`src/rtl/oam_dma.sv`:
```
// Sprite DMA engine: stalls the core and copies one page to the PPU OAM data port.
// Optional `OAM_DMA_PARITY_EN` inserts an ALIGN cycle so every READ lands on an even cycle.
module oam_dma #(
  parameter logic [15:0] TRIG_ADDR = 16'h4014,
  parameter logic [15:0] DEST_ADDR = 16'h2004,
  parameter int          XFER_LEN  = 256
) (
  input  logic        I_clock,
  input  logic        I_reset,
  input  logic [15:0] I_cpu_addr,
  input  logic [7:0]  I_cpu_wr_data,
  input  logic        I_cpu_rdwr,
  input  logic [7:0]  I_rd_data,
  output logic        O_cpu_ready,
  output logic [15:0] O_addr,
  output logic [7:0]  O_wr_data,
  output logic        O_rdwr,
  output logic        O_busy
);

  typedef enum logic [2:0] {
    IDLE,
    HALT,
    ALIGN,
    READ,
    WRITE
  } state_t;

  localparam logic [7:0] LAST_INDEX = 8'(XFER_LEN - 1);

  state_t     state;
  logic [7:0] page;
  logic [7:0] index;
  logic [7:0] latch;
  logic       cpu_ready;
  logic       busy;

`ifdef OAM_DMA_PARITY_EN
  logic parity;

  always_ff @(posedge I_clock) begin
    if (!I_reset) parity <= 1'b0;
    else          parity <= ~parity;
  end
`endif

  always_ff @(posedge I_clock) begin
    if (!I_reset) begin
      state     <= IDLE;
      page      <= 8'h00;
      index     <= 8'h00;
      latch     <= 8'h00;
      cpu_ready <= 1'b1;
      busy      <= 1'b0;
    end else begin
      case (state)
        IDLE: begin
          if (I_cpu_addr == TRIG_ADDR && !I_cpu_rdwr) begin
            page      <= I_cpu_wr_data;
            index     <= 8'h00;
            state     <= HALT;
            cpu_ready <= 1'b0;
            busy      <= 1'b1;
          end
        end
        // The core only honours ready on reads, so wait out any write cycles.
        HALT: begin
          if (I_cpu_rdwr) begin
`ifdef OAM_DMA_PARITY_EN
            state <= parity ? READ : ALIGN;
`else
            state <= READ;
`endif
          end
        end
        ALIGN: state <= READ;
        READ: begin
          latch <= I_rd_data;
          state <= WRITE;
        end
        WRITE: begin
          index <= index + 8'd1;
          if (index == LAST_INDEX) begin
            state     <= IDLE;
            cpu_ready <= 1'b1;
            busy      <= 1'b0;
          end else begin
            state <= READ;
          end
        end
        default: state <= IDLE;
      endcase
    end
  end

  always_comb begin
    O_addr    = I_cpu_addr;
    O_wr_data = I_cpu_wr_data;
    O_rdwr    = I_cpu_rdwr;
    case (state)
      ALIGN: O_rdwr = 1'b1;
      READ: begin
        O_addr = {page, index};
        O_rdwr = 1'b1;
      end
      WRITE: begin
        O_addr    = DEST_ADDR;
        O_wr_data = latch;
        O_rdwr    = 1'b0;
      end
      default: ;
    endcase
  end

  assign O_cpu_ready = cpu_ready;
  assign O_busy      = busy;

endmodule
```
`config.mk`:
```
export PLATFORM = sky130hd
export DESIGN_NAME = oam_dma
export DESIGN_NICKNAME = d
export VERILOG_FILES = /design/src/rtl/oam_dma.sv
export SDC_FILE = /design/constraint.sdc
export NUM_CORES = 1
export LEC_CHECK = 0
export CAP_MARGIN = 10
export CELL_PAD_IN_SITES_DETAIL_PLACEMENT = 0
export CELL_PAD_IN_SITES_GLOBAL_PLACEMENT = 1
export CORE_ASPECT_RATIO = 2
export CORE_MARGIN = 10
export CORE_UTILIZATION = 27
export CTS_CLUSTER_SIZE = 20
export DETAILED_ROUTE_END_ITERATION = 6
export PLACE_DENSITY = 0.87
export SLEW_MARGIN = 10
export SYNTH_ARGS = -nofsm -noshare
export SYNTH_HDL_FRONTEND = slang
export SYNTH_SLANG_ARGS = --single-unit
```
`constraint.sdc`:
```
create_clock -name I_clock -period 1.8 [get_ports I_clock]
set_clock_uncertainty 0.2 [all_clocks]
set_input_delay 0.36 -clock I_clock [delete_from_list [all_inputs] [get_ports I_clock]]
set_output_delay 0.36 -clock I_clock [all_outputs]
set_load 0.01 [all_outputs]
```
==> results of run 1 <==
==> worst max-delay path, stage by stage (launching register included) <==
cell	delay [ps]
sky130_fd_sc_hd__dfxtp_4	360
sky130_fd_sc_hd__buf_6	130
sky130_fd_sc_hd__or3b_4	420
sky130_fd_sc_hd__buf_6	160
sky130_fd_sc_hd__nand2_2	50
sky130_fd_sc_hd__nand2_1	60
sky130_fd_sc_hd__buf_2	140
==> flip-flops by register name, summed over array words and instances, names as in the netlist <==
| name | flops |
|---|---|
| state | 3 |
| page | 8 |
| O_busy | 1 |
| O_cpu_ready | 1 |
| latch | 8 |
| index | 8 |
==> stage by stage <==
stage	total power, uW	hold WS (ps)	utilization (%)	TNS, ps
after global placement	890	242	43.0	-21160
after global routing	1870	275	50.9	-12380
after detailed placement	890	247	43.0	-21820
after floorplan	716	237	-	-52.1
final	1810	254	50.9	-8810
after CTS	1810	255	49.5	-7900
==> worst paths after layout <==
check | slack [ps] | cells past startpoint | from | end
worst min-delay path | 250 | 2 | latch[6] | latch[6]
worst min register to register | 250 | 2 | latch[6] | latch[6]
worst max register to register | -100 | 6 | state[0] | index[7]
worst max-delay path | -340 | 6 | state[0] | O_wr_data[6]
==> cells by family after synthesis <==
logic type      after synthesis  synth area share (%)
simple gates                 96                  31.2
compound gates               56                  23.7
flops                        29                  37.0
buf+inv                      16                  5.18
xor+xnor                      4                  2.23
fa+ha+maj                     1                 0.797
==> per-layer routing <==
metal / vias up / wire length [um]
met4: 0 / 364
met5: - / 0
met2: 74 / 3740
met1: 936 / 2340
met3: 25 / 398
li1: 944 / -
==> timing repair <==
item,CTS,global route
resized for setup,150,16
gates cloned,3,0
pin swaps,25,12
buffers inserted,12,5
endpoints found under the setup margin,44,44
==> cell usage in the layout (no fill, tap or decap), types with 3 or more instances in the layout <==
cell type,netlist,routed
sky130_fd_sc_hd__a21oi_1,19,19
sky130_fd_sc_hd__a22o_1,14,14
sky130_fd_sc_hd__buf_2,5,20
sky130_fd_sc_hd__buf_4,0,32
sky130_fd_sc_hd__buf_6,2,19
sky130_fd_sc_hd__clkbuf_16,0,5
sky130_fd_sc_hd__clkdlybuf4s50_1,0,35
sky130_fd_sc_hd__dfxtp_1,29,26
sky130_fd_sc_hd__dfxtp_4,0,3
sky130_fd_sc_hd__nand2_1,47,33
sky130_fd_sc_hd__nand2_2,0,11
sky130_fd_sc_hd__nand2_4,0,3
sky130_fd_sc_hd__nand3_1,6,6
sky130_fd_sc_hd__nand4_1,11,11
sky130_fd_sc_hd__nor2_1,6,4
sky130_fd_sc_hd__nor2_4,0,3
sky130_fd_sc_hd__nor3_1,4,3
sky130_fd_sc_hd__o21ai_0,11,10
sky130_fd_sc_hd__xor2_1,3,3
==> area by class of cell <==
class | instances | area share (%)
Clock buffer | 5 | 4.34
Inverter | 1 | 0.130
Multi-Input combinational cell | 158 | 36.1
Sequential cell | 29 | 20.5
Timing Repair Buffer | 111 | 34.6
Tap cell | 61 | 2.65
Clock inverter | 3 | 1.61
==> power by group through the flow <==
stage	sequential [uW]	clock [uW]	combinational, uW
after floorplan	656	0	60.1
after CTS	638	960	215
after global placement	656	0	234
after global routing	637	997	238
after detailed placement	656	0	234
final	638	950	223
==> summary.txt, run 1 <==
Num CTS Buffers -> 5
Iteration-0 DRC Markers -> 113
Status -> complete, but fails checks
Sw Share -> 21.3%
Number of nets in the layout -> 342
FF/Latch Area -> 592 um2
Drt first pass iters -> 4
Final critical path time including I/O delays and setup -> 2140 ps
Worst setup path class -> reg2out
Area contributors post-synth -> sky130_fd_sc_hd__dfxtp_1 37%, sky130_fd_sc_hd__nand2_1 11%, sky130_fd_sc_hd__a22o_1 7.8%, sky130_fd_sc_hd__a21oi_1 6.1%, sky130_fd_sc_hd__nand4_1 4.4%
Yosys top cell area share -> 37.0%
Busiest grt layer -> met2
Area overhead of the layout relative to synthesis -> 83.4%
Classification of the worst-slack hold path -> reg2reg
Area used by multi-input combinational logic -> 1040 um2
Global routing usage on met3 -> 3.41%
Clk pin slew, worst setup/hold paths -> 60 ps
Combinational group share of total power -> 12.3%
Ant. Diodes -> 0
Dpl cells -> 343
GR Layer Usage met2 -> 24.9%
List of most frequent post-synthesis cells -> 47 x sky130_fd_sc_hd__nand2_1, 29 x sky130_fd_sc_hd__dfxtp_1, 19 x sky130_fd_sc_hd__a21oi_1
Ratio of cells with drive above 1 in the final layout -> 37.5%
Maximum operating frequency -> 468 MHz
Slew Viols, Final -> 0
Vias per cell -> 5.38
Number of endpoints failing setup at the final stage -> 42
Portion of the clock cycle consumed by the worst path in the final layout -> 119%
Net switching power of the design -> 387 uW
Maxcap violations -> 0
CP endpoint kind -> output pin
Antenna violations before repair -> 0
Clock latency reported for the late side of the worst-skew pair -> 270 ps
Non-filler instance count after layout -> 368
Post-Syn Nets -> 238
Sort of element at the start of the critical path -> flop
Largest net degree at the start of global routing -> 18
Synth unique cells -> 40
PortBufs -> 61
Synth Cell Area -> 1570 um2
Total number of vias -> 1979
Proportion of power drawn by flip-flops and latches -> 35.2%
Number of fill cells in the layout -> 529
Met1 Use GR -> 13.9%
Number of global-route vias before repair -> 2067
Row count -> 39
Arrival time worst endpoint -> 1580 ps
DRC -> 0
Number of storage elements in the synthesis netlist -> 29
Remaining global-route overflow -> 0
First-pass GRT wire length -> 10.6 mm
Unrepaired setup endpoints after global routing -> true
Maximum clock path buffer count -> 2
Number of placed I/O pins -> 62
Clock network fraction of design power -> 52.5%
Cell type with the largest total area after synthesis -> sky130_fd_sc_hd__dfxtp_1
Maximum resistive drop on vdd -> 631 uV
Full die area -> 9450 um2
Starting density of the core -> 27.7%
Total count of hold-check failures in the final report -> 0
Routability congestion estimate -> 0.781
WP data required -> 1240 ps
Die Span Y -> 128 um
Root Driver -> sky130_fd_sc_hd__clkbuf_16
Headroom to the max-slew limit -> 73.4%
Leakage power of the design -> 0.00121 uW
Number of sinks on the clock net -> 29
Power per unit of standard cell area -> 629 nW/um2
Core outline area -> 5660 um2
Post-place setup slack -> -750 ps
Average size of a mapped cell -> 7.77 um2
Biggest fanout along the worst timing path -> 5
Internal power contribution -> 1420 uW
Setup ws final -> -338 ps
Register area share after synthesis -> 37.0%
Final wirelength -> 6.84 mm
Total routing resource utilization after global routing -> 14.2%
Violations in the final reports -> setup timing
Post-CTS Hold Buffers -> 0
Placed cell areas -> 2430 um2
Total number of yosys warnings -> 0
Average wire per cell in the routed design -> 18.6 um
H-tree lvl count -> 2
Async SR Flop Fraction -> 0%
Worst Max-Slew Pin Slew -> 395 ps
CTS tree -> built
Top-count cell post-synth -> sky130_fd_sc_hd__nand2_1
Estimated wirelength of the detail-placed design -> 4.69 mm
Overall die width -> 73.9 um
Count of nets left with antenna violations after detail routing -> 0
Final non-filler cell area -> 2880 um2
Ys flop type -> sky130_fd_sc_hd__dfxtp_1
Synthesized instance count -> 202
Post-synth EDFFs -> 0
Note: power is estimated with default switching activity, not from simulation.
==> run 2, diff against run 1 <==
Settings changed: MAX_ROUTING_LAYER set to met4.
==> summary.txt, run 2 (same netlist as run 1, synthesis figures left out) <==
Status -> complete, but fails checks
Violations in the final reports -> setup timing
Commonest non-fill, non-tap cells in the layout -> 35 x sky130_fd_sc_hd__clkdlybuf4s50_1, 33 x sky130_fd_sc_hd__nand2_1, 32 x sky130_fd_sc_hd__buf_4
Register-to-register path setup slack -> -100 ps (about the same)
Clock network fraction of design power -> 52.4% (about the same)
Worst hold endpoint -> latch[6]
Number of nets in the layout -> 342 (unchanged)
Remaining global-route overflow -> 0 (unchanged)
Internal power contribution -> 1420 uW (about the same)
Antenna violations before repair -> 0 (unchanged)
Vias per cell -> 5.30 (-1.5%)
Full die area -> 9450 um2 (unchanged)
Proportion of power drawn by flip-flops and latches -> 35.3% (about the same)
WP data required -> 1240 ps (about the same)
Final wirelength -> 6.81 mm (-0.44%)
Portion of the clock cycle consumed by the worst path in the final layout -> 119% (about the same)
Overall die width -> 73.9 um (unchanged)
Total routing resource utilization after global routing -> 14.6% (+0.35 points)
Clock latency reported for the late side of the worst-skew pair -> 270 ps (about the same)
Headroom to the max-slew limit -> 72.8% (-0.59 points)
Area overhead of the layout relative to synthesis -> 83.4% (unchanged)
Drt first pass iters -> 4 (unchanged)
Setup ws final -> -340 ps (-1.81 ps)
Sw Share -> 21.2% (-0.10 points)
Total count of hold-check failures in the final report -> 0 (unchanged)
Count of nets left with antenna violations after detail routing -> 0 (unchanged)
Iteration-0 DRC Markers -> 107 (-5.3%)
First-pass GRT wire length -> 10.5 mm (-0.39%)
Maximum clock path buffer count -> 2 (unchanged)
Maxcap violations -> 0 (unchanged)
Estimated wirelength of the detail-placed design -> 4.69 mm (unchanged)
Core outline area -> 5660 um2 (unchanged)
Root Driver -> sky130_fd_sc_hd__clkbuf_16
Start point of the worst min-delay path -> latch[6]
Number of sinks on the clock net -> 29 (unchanged)
Clk pin slew, worst setup/hold paths -> 60 ps (about the same)
Worst setup path class -> reg2out
Post-layout utilization of the core -> 50.9% (unchanged)
Worst reg-to-reg path cell count -> 6 (unchanged)
Final critical path time including I/O delays and setup -> 2140 ps (+1.81 ps)
Arrival time worst endpoint -> 1580 ps (about the same)
Sort of element at the start of the critical path -> flop
Die Span Y -> 128 um (unchanged)
H-tree lvl count -> 2 (unchanged)
Largest regs -> index: 8 flops, latch: 8 flops, page: 8 flops
Leakage power of the design -> 0.00121 uW (unchanged)
Starting density of the core -> 27.7% (unchanged)
Worst Max-Slew Pin Slew -> 404 ps (+8.80 ps)
PortBufs -> 61 (unchanged)
Launch point of the worst path -> state[0]
Total number of vias -> 1950 (-1.5%)
Number of endpoints failing setup at the final stage -> 42 (unchanged)
Ratio of cells with drive above 1 in the final layout -> 37.5% (unchanged)
Ant. Diodes -> 0 (unchanged)
Number of global-route vias before repair -> 2067 (unchanged)
Routability congestion estimate -> 0.792 (+1.4%)
CP endpoint kind -> output pin
Net switching power of the design -> 384 uW (-0.61%)
Number of placed I/O pins -> 62 (unchanged)
Row count -> 39 (unchanged)
Reg2reg end -> index[7]
Slew Viols, Final -> 0 (unchanged)
Post-CTS Hold Buffers -> 0 (unchanged)
Classification of the worst-slack hold path -> reg2reg
Biggest fanout along the worst timing path -> 5 (unchanged)
Average wire per cell in the routed design -> 18.5 um (-0.44%)
Combinational group share of total power -> 12.3% (about the same)
Maximum resistive drop on vdd -> 630 uV (-0.13%)
Largest net degree at the start of global routing -> 18 (unchanged)
Post-place setup slack -> -750 ps (unchanged)
Cells on Worst Hold Path -> 2 (unchanged)
CTS tree -> built
Num CTS Buffers -> 5 (unchanged)
DRC -> 0 (unchanged)
Worst R2R Start -> state[0]
Power per unit of standard cell area -> 628 nW/um2 (-0.13%)
Maximum operating frequency -> 467 MHz (about the same)
Unrepaired setup endpoints after global routing -> true
Commonest non-fill, non-tap cell in the layout -> sky130_fd_sc_hd__clkdlybuf4s50_1
## run 2: cell counts in the layout (fill, tap and decap cells not counted)
Identical to the previous run, type by type.
## run 2: area by class of cell
type                    count  area (um2)
inverters                   1        3.75
repair buffers            111         996
multi-input cells         158        1040
flip-flops and latches     29         592
clock buffers               5         125
well taps                  61        76.3
fillers                   529        2780
clock inverters             3        46.3
## run 2: timing repair
action,CTS,global route
endpoints found under the setup margin,44,44
pin swaps,25,12
gates resized for setup,150,16
setup buffers,12,5
hold endpoints to repair,0,0
gates cloned,3,0
## run 2: layer usage
layer  vias to the layer above  wire length (um)  track usage (%)
met2                        63              3810             24.9
li1                        945                 -                -
met4                         0               335             9.70
met5                         -                 0                -
met3                        21               333             2.40
met1                       921              2330             14.4
## run 2: worst max path at each step
stage	end	slack [ps]	cells past startpoint
6_report	O_wr_data[6]	-340	6
5_1_grt	O_wr_data[0]	-360	6
4_1_cts	O_wr_data[1]	-330	6
3_5_place_dp	O_addr[7]	-750	4
3_3_place_gp	O_addr[15]	-680	5
2_1_floorplan	O_addr[10]	-5	5
## run 2: worst max-delay path: stages, from the launching register on
cell and delay [ps]:
sky130_fd_sc_hd__dfxtp_4 360, sky130_fd_sc_hd__buf_6 130, sky130_fd_sc_hd__or3b_4 420, sky130_fd_sc_hd__buf_6 160, sky130_fd_sc_hd__nand2_2 50, sky130_fd_sc_hd__nand2_1 60
sky130_fd_sc_hd__buf_2 140
## run 2: power groups by stage
stage,logic [uW],registers (uW),clock network [uW]
global placement,234,656,0
finish,222,638,948
detailed placement,234,656,0
floorplan,60.1,656,0
CTS,215,638,960
global route,238,637,997
## run 2: through the flow
step                      setup TNS [ps]  std cells  power, uW  area, um2  hold slack, ps
after floorplan                    -52.1        202        716       1570             237
after global placement            -21160        343        890       2430             242
after detailed placement          -21820        343        890       2430             247
after CTS                          -7900        364       1810       2800             255
after global routing              -12380        368       1870       2880             275
final                              -8860        368       1810       2880             254
